File: config.mk
export PLATFORM = sky130hd
export DESIGN_NAME = cond_logic
export DESIGN_NICKNAME = d
export VERILOG_FILES = /design/src/rtl/cond_pkg.sv /design/src/rtl/cond_eval.sv /design/src/rtl/cond_logic.sv
export SDC_FILE = /design/constraint.sdc
export NUM_CORES = 1
export LEC_CHECK = 0
export BUFFER_PORTS_ARGS = -buffer_cell sky130_fd_sc_hd__buf_2
export CAP_MARGIN = 20
export CORE_AREA = 2 2 39 41
export DETAILED_ROUTE_END_ITERATION = 10
export DIE_AREA = 0 0 41 43
export HOLD_SLACK_MARGIN = 0.08
export SKIP_LAST_GASP = 1
export SLEW_MARGIN = 20
export SYNTH_ARGS = -nofsm -noshare
export SYNTH_HDL_FRONTEND = slang
export SYNTH_SLANG_ARGS = --single-unit
File: constraint.sdc
create_clock -name clk -period 1.4 [get_ports clk]
set_input_delay 0.35 -clock clk [delete_from_list [all_inputs] [get_ports clk]]
set_output_delay 0.35 -clock clk [all_outputs]
set_load 0.05 [all_outputs]
File: src/rtl/cond_pkg.sv
// Shared constants for the ARM condition stage.
// Flag bit positions, condition encodings and flag-write bit indices.
package cond_pkg;

   localparam int FLAG_W = 5;

   localparam int FLAG_V = 0;
   localparam int FLAG_C = 1;
   localparam int FLAG_Z = 2;
   localparam int FLAG_N = 3;
   localparam int FLAG_Q = 4;

   localparam int FW_CV = 0;
   localparam int FW_NZ = 1;
   localparam int FW_Q  = 2;

   localparam logic [3:0] COND_EQ = 4'b0000;
   localparam logic [3:0] COND_NE = 4'b0001;
   localparam logic [3:0] COND_CS = 4'b0010;
   localparam logic [3:0] COND_CC = 4'b0011;
   localparam logic [3:0] COND_MI = 4'b0100;
   localparam logic [3:0] COND_PL = 4'b0101;
   localparam logic [3:0] COND_VS = 4'b0110;
   localparam logic [3:0] COND_VC = 4'b0111;
   localparam logic [3:0] COND_HI = 4'b1000;
   localparam logic [3:0] COND_LS = 4'b1001;
   localparam logic [3:0] COND_GE = 4'b1010;
   localparam logic [3:0] COND_LT = 4'b1011;
   localparam logic [3:0] COND_GT = 4'b1100;
   localparam logic [3:0] COND_LE = 4'b1101;
   localparam logic [3:0] COND_AL = 4'b1110;
   localparam logic [3:0] COND_NV = 4'b1111;

endpackage

File: src/rtl/cond_eval.sv
// Combinational condition evaluator: Cond field and NZCV flags to pass bit.
// The Q flag is ignored; the reserved encoding never passes.
module cond_eval
   import cond_pkg::*;
(
   input  logic [3:0]        i_cond,
   input  logic [FLAG_W-1:0] i_flags,
   output logic              o_pass
);

   logic w_n;
   logic w_z;
   logic w_c;
   logic w_v;
   logic w_ge;

   assign w_n  = i_flags[FLAG_N];
   assign w_z  = i_flags[FLAG_Z];
   assign w_c  = i_flags[FLAG_C];
   assign w_v  = i_flags[FLAG_V];
   assign w_ge = (w_n == w_v);

   always_comb begin
      o_pass = 1'b0;
      case (i_cond)
         COND_EQ: o_pass = w_z;
         COND_NE: o_pass = ~w_z;
         COND_CS: o_pass = w_c;
         COND_CC: o_pass = ~w_c;
         COND_MI: o_pass = w_n;
         COND_PL: o_pass = ~w_n;
         COND_VS: o_pass = w_v;
         COND_VC: o_pass = ~w_v;
         COND_HI: o_pass = w_c & ~w_z;
         COND_LS: o_pass = ~(w_c & ~w_z);
         COND_GE: o_pass = w_ge;
         COND_LT: o_pass = ~w_ge;
         COND_GT: o_pass = ~w_z & w_ge;
         COND_LE: o_pass = ~(~w_z & w_ge);
         COND_AL: o_pass = 1'b1;
         COND_NV: o_pass = 1'b0;
         default: o_pass = 1'b0;
      endcase
   end

endmodule

File: src/rtl/cond_logic.sv
// Condition stage: flag register, latched condition result and
// write-strobe gating for the multicycle ARM controller.
module cond_logic
   import cond_pkg::*;
(
   input  logic              clk,
   input  logic              reset,
   input  logic [3:0]        Cond,
   input  logic [FLAG_W-1:0] ALUFlags,
   input  logic [2:0]        FlagW,
   input  logic              QClr,
   input  logic              CondLatch,
   input  logic              PCS,
   input  logic              NextPC,
   input  logic              RegW,
   input  logic              MemW,
   output logic [FLAG_W-1:0] Flags,
   output logic              CondExReg,
   output logic              PCWrite,
   output logic              RegWrite,
   output logic              MemWrite
);

   logic [FLAG_W-1:0] r_flags;
   logic              r_condex;
   logic              w_pass;
   logic              w_q_set;

   cond_eval u_eval (
      .i_cond  (Cond),
      .i_flags (r_flags),
      .o_pass  (w_pass)
   );

   assign w_q_set = r_condex & FlagW[FW_Q] & ALUFlags[FLAG_Q];

   // Evaluation sees pre-write flags: w_pass is built from r_flags.
   always_ff @(posedge clk or posedge reset) begin
      if (reset) begin
         r_flags  <= '0;
         r_condex <= 1'b0;
      end else begin
         if (CondLatch)
            r_condex <= w_pass;
         if (r_condex & FlagW[FW_NZ]) begin
            r_flags[FLAG_N] <= ALUFlags[FLAG_N];
            r_flags[FLAG_Z] <= ALUFlags[FLAG_Z];
         end
         if (r_condex & FlagW[FW_CV]) begin
            r_flags[FLAG_C] <= ALUFlags[FLAG_C];
            r_flags[FLAG_V] <= ALUFlags[FLAG_V];
         end
         // Sticky Q: a set beats a simultaneous clear.
         if (w_q_set)
            r_flags[FLAG_Q] <= 1'b1;
         else if (QClr)
            r_flags[FLAG_Q] <= 1'b0;
      end
   end

   assign Flags     = r_flags;
   assign CondExReg = r_condex;
   assign PCWrite   = (PCS & r_condex) | NextPC;
   assign RegWrite  = RegW & r_condex;
   assign MemWrite  = MemW & r_condex;

endmodule
==> impl_summary.txt <==
----------------------------------------------------
[Synth]
  Number of different library cells in the post-synthesis netlist ... 22
  Post-Syn Nets ... 61
  Mapped Avg Cell Area ... 9.37 um^2
  Number of storage elements in the synthesis netlist ... 6
  Area of the mapped netlist ... 384 um^2
  Post-Synthesis Cells ... 41
  Sequential share of the synthesized area ... 39.1%
  Synth warnings ... 0

[Global route]
  Maximum number of pins on one net before global-route repair ... 8
  Aggregate global routing overflow ... 0
  First-pass GRT wire length ... 1.57 mm
  Global routing usage summed across all routing layers ... 13.2%
  Via count of the first global-routing pass ... 407
  Antenna violations before repair ... 0

[Critical path]
  Largest fanout on the critical path ... 7
  Required time at the endpoint of the critical path ... 1.58 ns
  CP startpoint kind ... register
  Crit path arrival time ... 1.56 ns
  Kind of end point of the critical path ... register
  Worst setup path category ... register to register

[STA]
  RSZ-0062 raised after global routing ... yes
  Fin crit share ... 98.8%
  Tightest slew margin relative to the limit ... 82.4%
  Number of setup violations in the final report ... 0
  Worst hold-check slack ... 0.285 ns
  Final Critical Period ... 1.38 ns
  Peak clock frequency supported by timing ... 0.723 GHz
  Final Hold Viols ... 0
  Final Worst Setup Slack ... 0.0168 ns
  Worst Clk Skew ... 0.00663 ns
  Final Max Slew Viols ... 0
  Worst Tran Pin Value ... 0.260 ns

[Clocking]
  CTS tree ... done
  Cts bufs inserted ... 3
  H-Tree Depth ... 1
  Clock sink count ... 6
  Clock transition at the register clock pins on the worst setup and hold paths after CTS ... 0.05 ns
  Clock latency on the worst-skew pair ... 0.25 ns
  Clk buf depth ... 2
  Clk root buf ... clkbuf_4

[Worst hold path]
  Class of the worst hold path ... primary input to register

[Floorplan]
  Chip Width ... 41 um
  Number of I/O pins ... 29
  Starting utilization of the core area ... 27.8%
  Vertical die dimension ... 43 um
  Floorplan die area ... 1760 um^2
  Number of standard-cell rows in the floorplan ... 14
  Floorplan core area ... 1380 um^2

[Power and ir drop]
  Int Power ... 0.584 mW
  Worst vdd rail ir drop ... 0.000720 V
  Sequential power share ... 28.3%
  Logic pwr share ... 55.6%
  Power dissipated by switching net loads ... 0.489 mW
  Power Dens Cells ... 1570 nW/um^2
  Power after layout ... 1.07 mW
  Static Leak ... 0.339 nW
  Portion of total power attributed to the clock network ... 16.1%
  Switching power as a share of total power ... 45.6%

[Drt]
  Antenna Violating Nets Remaining ... 0
  Length of the first detailed-routing pass in iterations ... 4
  Number of DRC violations after detailed routing ... 0
  Count of routing violations after the opening detailed-route iteration ... 5
  Vias after detailed routing ... 463
  Via count normalized by instance count ... 4.72
  Total detailed-routing wirelength ... 1.08 mm
  Wire length per cell ... 11.1 um

[Finish]
  Area overhead of the layout relative to synthesis ... 77.9%
  Fraction of final layout cells with drive strength greater than 1 ... 62.2%
  Nets@finish ... 103
  Number of fill cells in the layout ... 155
  Leading cell type in the layout, fill and taps excluded ... buf_2
  Post-route non-filler standard cell count ... 98
  Highest-count cells in the layout ignoring fill and taps ... buf_2, buf_4, dfrtp_2
  Inserted Diodes ... 0
  Final standard cell utilization of the core ... 49.4%

[Run status]
  Result of the run ... completed

[Placement]
  IO buf count ... 28
  Instance count after placement with tap cells included ... 90
  GPL Wtd Cong ... 0.678
  Dpl ws ... -0.0974 ns
  Detailed placer's ending HPWL ... 800 um

[Job]
  Max cap viols ... 0

----------------------------------------------------
==> synth_stat cells <==
master / number / area [um^2]
mux2_1: 3 / 33.8
o21ai_1: 1 / 5.00
a21oi_1: 3 / 15.0
nor4_1: 1 / 6.26
mux2_2: 2 / 22.5
a221o_1: 1 / 10.0
dfrtp_1: 6 / 150
nor3_1: 1 / 5.00
o41ai_1: 1 / 8.76
nor2_1: 2 / 7.51
a22o_1: 1 / 8.76
o22ai_1: 1 / 6.26
inv_1: 4 / 15.0
a21o_1: 1 / 7.51
o21ai_0: 1 / 5.00
or2_1: 1 / 6.26
a31o_1: 1 / 8.76
nand3_1: 1 / 5.00
nand2_1: 3 / 11.3
xnor2_1: 3 / 26.3
nor3b_1: 1 / 7.51
and2_1: 2 / 12.5
==> flip-flops by register name, summed over array words and instances (netlist names) <==
signal / cells
Flags: 5
CondExReg: 1
==> what timing repair did <==
item,in CTS,in global routing
pin swaps,0,1
endpoints found under the hold margin,6,0
setup endpoints to repair,4,4
setup buffers,3,0
gates resized for setup,3,8
hold buffers,1,0
gates cloned,0,0
==> power by group through the flow <==
stage               Clock, mW  Combinational (mW)  Sequential [mW]
finish                  0.173               0.597            0.304
detailed placement          0               0.521            0.312
global route            0.197               0.633            0.314
floorplan                   0               0.213            0.470
global placement            0               0.517            0.310
CTS                     0.182               0.582            0.303
==> logic make-up after synthesis <==
kind of cell,synth area share [%]
simple gates,16.0
xor+xnor,6.84
flops,39.1
compound gates,19.5
buf+inv,3.91
mux,14.7
==> routing by layer <==
| layer | vias to the layer above | track usage, % | wire length (um) |
|---|---|---|---|
| li1 | 234 | - | - |
| met3 | 4 | 1.57 | 70 |
| met2 | 18 | 21.6 | 533 |
| met4 | 0 | 10.0 | 27 |
| met1 | 207 | 14.5 | 452 |
| met5 | - | 0 | 0 |
==> final cells by class <==
type	instances	area, um^2	share of cell area (%)
Multi-Input combinational cell	31	233	34.1
Timing Repair Buffer	37	233	34.1
Sequential cell	6	156	22.9
Clock buffer	4	26.3	3.85
Tap cell	16	20.0	2.93
Inverter	4	15.0	2.20
==> per-stage QoR <==
stage          instance area [um^2]  setup TNS, ns
3_5_place_dp                    592        -0.0974
3_3_place_gp                    592        -0.0722
4_1_cts                         661              0
6_report                        683              0
5_1_grt                         683        -0.0511
2_1_floorplan                   394        -0.0451
==> path summary, 6_finish.rpt <==
kind	to	from	slack, ns	depth (start not counted)
hold / removal	Flags[4]$_DFFE_PP0P_	QClr	0.29	2
max in group asynchronous	Flags[3]$_DFFE_PP0P_	reset	0.64	3
min in group asynchronous	Flags[2]$_DFFE_PP0P_	reset	0.55	3
hold reg to reg	Flags[4]$_DFFE_PP0P_	Flags[4]$_DFFE_PP0P_	0.52	2
setup / recovery	CondExReg$_DFFE_PP0P_	Flags[2]$_DFFE_PP0P_	0.02	5
setup reg to reg	CondExReg$_DFFE_PP0P_	Flags[2]$_DFFE_PP0P_	0.02	5
==> worst max-delay path, stage by stage, from the launching register on <==
cell and delay [ns]:
dfrtp_2 0.44, mux2_4 0.28, a221o_1 0.29, nand2_1 0.07, a22o_1 0.13, a31o_1 0.09
No activity file was read; power rests on OpenSTA's default activity.
